===== config.mk =====
export PLATFORM = sky130hd
export DESIGN_NAME = spi_rx
export DESIGN_NICKNAME = d
export VERILOG_FILES = /design/src/rtl/spi_rx.sv
export SDC_FILE = /design/constraint.sdc
export NUM_CORES = 1
export LEC_CHECK = 0
export BUFFER_PORTS_ARGS = -buffer_cell sky130_fd_sc_hd__buf_4
export CAP_MARGIN = 20
export CORE_MARGIN = 2
export CORE_UTILIZATION = 45
export DETAILED_ROUTE_END_ITERATION = 6
export PLACE_DENSITY = 0.69
export SETUP_SLACK_MARGIN = 0.15
export SLEW_MARGIN = 10
export SYNTH_ARGS = -nofsm -noshare
export SYNTH_HDL_FRONTEND = slang
export SYNTH_SLANG_ARGS = --single-unit

===== constraint.sdc =====
create_clock -name clk_in -period 4.5 [get_ports clk_in]
set_input_delay 0.675 -clock clk_in [delete_from_list [all_inputs] [get_ports clk_in]]
set_output_delay 0.675 -clock clk_in [all_outputs]
set_load 0.005 [all_outputs]

===== src/rtl/spi_rx.sv =====
`default_nettype none
// ============================================================================
//  Module      : spi_rx
//  Description : SPI receiver. Deserialises the 3-wire stream produced by
//                spi_tx (serial data, data clock, active-low select) into
//                parallel words. Frames are MSB first, and bits are sampled on
//                the rising edge of the data clock. All serial inputs are
//                asynchronous to clk_in and are synchronised internally.
//
//  Parameters  : DATA_WIDTH   bits per frame and width of data_out (>= 2)
//                SYNC_STAGES  depth of each input synchroniser (2..4)
//
//  Ports       : clk_in        in   system clock
//                rst_in        in   asynchronous reset, active-low
//                data_in       in   serial data
//                data_clk_in   in   serial data clock
//                sel_in        in   frame select, active-low
//                data_out      out  last complete received word
//                new_data_out  out  1-cycle pulse, data_out just updated
//                error_out     out  1-cycle pulse, frame aborted or over-length
//
//  Revision    : 1.0  initial release
// ============================================================================
module spi_rx #(
    parameter int DATA_WIDTH  = 8,
    parameter int SYNC_STAGES = 2
) (
    input  logic                  clk_in,
    input  logic                  rst_in,
    input  logic                  data_in,
    input  logic                  data_clk_in,
    input  logic                  sel_in,
    output logic [DATA_WIDTH-1:0] data_out,
    output logic                  new_data_out,
    output logic                  error_out
);

    localparam int c_cnt_w = $clog2(DATA_WIDTH + 1);
    localparam logic [c_cnt_w-1:0] c_cnt_last = c_cnt_w'(DATA_WIDTH - 1);
    localparam logic [c_cnt_w-1:0] c_cnt_full = c_cnt_w'(DATA_WIDTH);

    typedef enum logic [1:0] {
        ST_IDLE       = 2'd0,
        ST_RECEIVE    = 2'd1,
        ST_WAIT_DESEL = 2'd2
    } state_t;

    // ------------------------------------------------------------------
    // Input synchronisers and edge detection
    // ------------------------------------------------------------------
    logic [SYNC_STAGES-1:0] r_dat_sync;
    logic [SYNC_STAGES-1:0] r_clk_sync;
    logic [SYNC_STAGES-1:0] r_sel_sync;
    logic                   r_clk_d;
    logic                   r_sel_d;
    // Walking-one marker: its top bit is set once every synchroniser stage
    // and the delayed copies hold genuine samples rather than reset values.
    logic [SYNC_STAGES:0]   r_flush;

    logic w_s_dat;
    logic w_s_clk;
    logic w_s_sel;
    logic w_flushed;

    assign w_s_dat   = r_dat_sync[SYNC_STAGES-1];
    assign w_s_clk   = r_clk_sync[SYNC_STAGES-1];
    assign w_s_sel   = r_sel_sync[SYNC_STAGES-1];
    assign w_flushed = r_flush[SYNC_STAGES];

    always_ff @(posedge clk_in or negedge rst_in) begin
        if (!rst_in) begin
            r_dat_sync <= '0;
            r_clk_sync <= '0;
            r_sel_sync <= '1;
            r_clk_d    <= 1'b0;
            r_sel_d    <= 1'b1;
            r_flush    <= '0;
        end else begin
            r_dat_sync <= {r_dat_sync[SYNC_STAGES-2:0], data_in};
            r_clk_sync <= {r_clk_sync[SYNC_STAGES-2:0], data_clk_in};
            r_sel_sync <= {r_sel_sync[SYNC_STAGES-2:0], sel_in};
            r_clk_d    <= w_s_clk;
            r_sel_d    <= w_s_sel;
            r_flush    <= {r_flush[SYNC_STAGES-1:0], 1'b1};
        end
    end

    // The sel chain resets to 1. If reset is released while the transmitter
    // still holds select low, the chain would show a false falling edge as
    // it refills. Frame starts are therefore only accepted once select has
    // been observed high on genuine samples, so a frame interrupted by reset
    // is ignored until a fresh select falling edge.
    logic r_armed;
    logic w_armed_next;

    assign w_armed_next = r_armed | (w_flushed & w_s_sel);

    logic w_clk_rise;
    logic w_sel_fall;
    logic w_sel_rise;

    assign w_clk_rise = w_s_clk & ~r_clk_d;
    assign w_sel_fall = ~w_s_sel & r_sel_d & r_armed;
    assign w_sel_rise = w_s_sel & ~r_sel_d;

    // ------------------------------------------------------------------
    // Receive state machine
    // ------------------------------------------------------------------
    state_t                r_state;
    logic [c_cnt_w-1:0]    r_cnt;
    logic [DATA_WIDTH-2:0] r_shift;
    logic                  r_overrun;

    state_t                w_state_next;
    logic [c_cnt_w-1:0]    w_cnt_next;
    logic [DATA_WIDTH-2:0] w_shift_next;
    logic                  w_overrun_next;
    logic [DATA_WIDTH-1:0] w_data_next;
    logic                  w_new_next;
    logic                  w_err_next;

    // The shift register only needs DATA_WIDTH-1 bits: on the final rise the
    // word is assembled from it plus the bit currently on the data line.
    logic [DATA_WIDTH-1:0] w_shifted;

    assign w_shifted = {r_shift, w_s_dat};

    always_ff @(posedge clk_in or negedge rst_in) begin
        if (!rst_in) begin
            r_state      <= ST_IDLE;
            r_cnt        <= '0;
            r_shift      <= '0;
            r_overrun    <= 1'b0;
            r_armed      <= 1'b0;
            data_out     <= '0;
            new_data_out <= 1'b0;
            error_out    <= 1'b0;
        end else begin
            r_state      <= w_state_next;
            r_cnt        <= w_cnt_next;
            r_shift      <= w_shift_next;
            r_overrun    <= w_overrun_next;
            r_armed      <= w_armed_next;
            data_out     <= w_data_next;
            new_data_out <= w_new_next;
            error_out    <= w_err_next;
        end
    end

    always_comb begin
        w_state_next   = r_state;
        w_cnt_next     = r_cnt;
        w_shift_next   = r_shift;
        w_overrun_next = r_overrun;
        w_data_next    = data_out;
        w_new_next     = 1'b0;
        w_err_next     = 1'b0;

        case (r_state)
            ST_IDLE: begin
                if (w_sel_fall) begin
                    w_cnt_next     = '0;
                    w_overrun_next = 1'b0;
                    w_state_next   = ST_RECEIVE;
                end
            end

            ST_RECEIVE: begin
                // Select rising takes priority: a data clock edge arriving in
                // the same cycle belongs to no frame and is not sampled.
                if (w_sel_rise) begin
                    w_err_next   = (r_cnt != '0);
                    w_state_next = ST_IDLE;
                end else if (w_clk_rise) begin
                    w_shift_next = w_shifted[DATA_WIDTH-2:0];
                    w_cnt_next   = (r_cnt == c_cnt_full) ? r_cnt : r_cnt + 1'b1;
                    if (r_cnt == c_cnt_last) begin
                        w_data_next  = w_shifted;
                        w_new_next   = 1'b1;
                        w_state_next = ST_WAIT_DESEL;
                    end
                end
            end

            ST_WAIT_DESEL: begin
                if (w_sel_rise) begin
                    w_err_next   = r_overrun;
                    w_state_next = ST_IDLE;
                end else if (w_clk_rise) begin
                    w_overrun_next = 1'b1;
                end
            end

            default: begin
                w_state_next = ST_IDLE;
            end
        endcase
    end

endmodule
`default_nettype wire

==> reports/metrics.yaml <==
ys_seq_elements: 36
die_area_um2: 3720
yosysUniqueCellTypes: 33
synth_top_area_cell: "dfrtp_1"
n_antenna_cell: 0
fin_util_pct: 54.8
start_kind: "register"
drive_gt1_share_pct: 34.6
cap_violations: 0
path_clk_slew_ns: 0.10
via_count: 868
yosysTopAreaCellShare_pct: 56.5
syn_to_final_growth_pct: 15.3
ant_nets: 0
drc: 0
gr-usage-all-layers_pct: 15.4
grt_overflow: 0
synthArstFlopShare_pct: 100
fin_crit_sh_pct: 46.1
fmax_mhz: 482
post_cts_buffers: 0
maxSlewViolCount: 0
ctsResizeCount: 0
pin_count: 15
worstPathArrival_ns: 2.31
skew_ns: 0.00838
postCtsHoldBufs: 0
die_y_um: 61.0
die_x_um: 61.0
via_per_inst: 5.08
p_leak_nw: 0.824
period_needed_ns: 2.08
synth_adder_area_share_pct: 5.14
finalWorstSetupSlack_ns: 2.42
synthXorXnorAreaFrac_pct: 0
wirelength_um: 2200
synth_compound_gate_area_share_pct: 7.02
insertion_delay_ns: 0.34
cts_tree: "built"
rows: 20
ctsLongestPathBuffers: 2
wl_per_cell_um: 12.8
worstMarginPinSlew_ns: 0.634
cts.sinks: 36
rsz0062_at_grt: "false"
synthCells: 106
hpwl_um: 1510
htreeDepth: 2
crit_type: "register to register"
crit_required_ns: 4.73
clock-root-buffer: "clkbuf_4"
ys_seq_area_share_pct: 61.9
start_util_pct: 47.5
drtIter0Drc: 38
synth_top_family_by_area: "multiplexers"
muxShareOfSynthArea_pct: 13.6
synthSimpleGateAreaFrac_pct: 10.4
cts-buffers-inserted: 5
drt_first_pass_iters: 4
fillCellCount: 263
coreArea_um2: 3080
setup_tns_ns: 0
yosys_most_used_dff: "dfrtp_1"
status: "finished clean"
fin_nets: 137
critPathMaxFanout: 9
grt_pass1_vias: 827
syn-num-nets: 117
cp-end-kind: "register"
place_ws_ns: 2.45
place_congestion: 0.812
synth.avg_cell_area_um2: 13.8
synth_area_leaders: "dfrtp_1, mux2_2, dfstp_2, ha_1, nand2_1"
pwr_density_cell_nw_per_um2: 448
grt_pass1_wl_um: 3910
multiInputGateArea_um2: 533
port_buffers: 14
hold_class: "input pin to async pin"
hold_violations: 0
synth_edf_count: 0
grt_start_max_net_pins: 37
seq_area_um2: 905
synth_warnings: 0
relSlewSlack_pct: 57.4
setup_viol: 0
vdd_ir_drop_max_uv: 205
grt_antenna_before_repair: 0
synth_area_um2: 1460
## synthesized netlist by cell type, drive strengths merged, types with 2 or more instances
cell	number
nand2b	2
mux2	15
dfstp	3
dfrtp	33
nor2	3
o21ai	3
ha	6
nand2	9
a21o	2
nand3b	2
inv	5
mux2i	3
## layer usage
metal  global-route usage, %  up-vias  part of all wire, %  wire (µm)
met5                       0        -                    0          0
met2                    20.9       24                   45        992
li1                        -      412                    -          -
met3                    6.40        9                  5.1        111
met4                    9.32        0                  3.3         72
met1                    20.4      423                   46       1020
## metrics by stage
| stage | hold slack (ns) | total power [mW] | cells | area (µm²) |
|---|---|---|---|---|
| 2_1_floorplan | 0.331 | 0.524 | 106 | 1460 |
| 3_3_place_gp | 0.332 | 0.559 | 163 | 1620 |
| 3_5_place_dp | 0.338 | 0.568 | 163 | 1620 |
| 4_1_cts | 0.255 | 0.767 | 171 | 1690 |
| 5_1_grt | 0.264 | 0.815 | 171 | 1690 |
| 6_report | 0.267 | 0.755 | 171 | 1690 |
## cell families (layout without fill, tap and decap cells)
kind of cell             Yosys count  count (layout)
AO/OA/AOI/OAI                     14              14
adder cells (fa/ha/maj)            6               6
other                              1               1
multiplexers                      18              18
buffers and inverters              6              27
flip-flops                        36              36
AND/OR/NAND/NOR                   25              25
## placed cells by master (no fill, tap or decap), types with 3 or more instances in the layout
| master | Yosys | final |
|---|---|---|
| buf_4 | 0 | 14 |
| clkbuf_4 | 0 | 5 |
| dfrtp_1 | 33 | 33 |
| dfstp_2 | 3 | 3 |
| ha_1 | 6 | 6 |
| inv_1 | 4 | 4 |
| mux2_2 | 15 | 15 |
| mux2i_1 | 3 | 3 |
| nand2_1 | 9 | 9 |
| nor2_1 | 3 | 3 |
| o21ai_0 | 3 | 3 |
## area by class of cell
| class | count | area share [%] |
|---|---|---|
| multi-input cells | 64 | 31.6 |
| flip-flops and latches | 36 | 53.7 |
| inverters | 5 | 1.11 |
| clock buffers | 8 | 4.08 |
| repair buffers | 14 | 6.24 |
| well taps | 44 | 3.27 |
## critical path, cell delays in order, from the launching register on
cell     delay (ns)
dfrtp_1        0.39
inv_1          0.11
ha_1           0.33
inv_2          0.11
nor4_4         0.62
mux2_2         0.41
## power by group
| part | internal (mW) | leakage (nW) | switching, mW |
|---|---|---|---|
| logic | 0.0758 | 0.324 | 0.0938 |
| registers | 0.365 | 0.462 | 0.0282 |
| clock network | 0.0919 | 0.0386 | 0.101 |
## sequential cells by signal (all words and copies together), names as in the netlist
register,flops
r_state,2
error_out,1
r_overrun,1
r_shift,7
r_sel_d,1
r_sel_sync,2
r_cnt,4
r_flush,3
r_clk_d,1
r_clk_sync,2
r_dat_sync,2
r_armed,1
data_out,8
new_data_out,1
## final timing paths
check	start	endpoint	slack, ns	depth (start not counted)
worst max-delay path	r_state[1]	data_out[2]	2.42	5
worst min-delay path	rst_in	error_out	0.27	1
worst max register to register	r_state[1]	data_out[2]	2.42	5
worst min register to register	r_sel_sync[0]	r_sel_sync[1]	0.36	0
max in group asynchronous	rst_in	r_sel_sync[0]	3.89	1
min in group clk_in	r_sel_sync[0]	r_sel_sync[1]	0.36	0
Power figures use the tool's default switching activity.
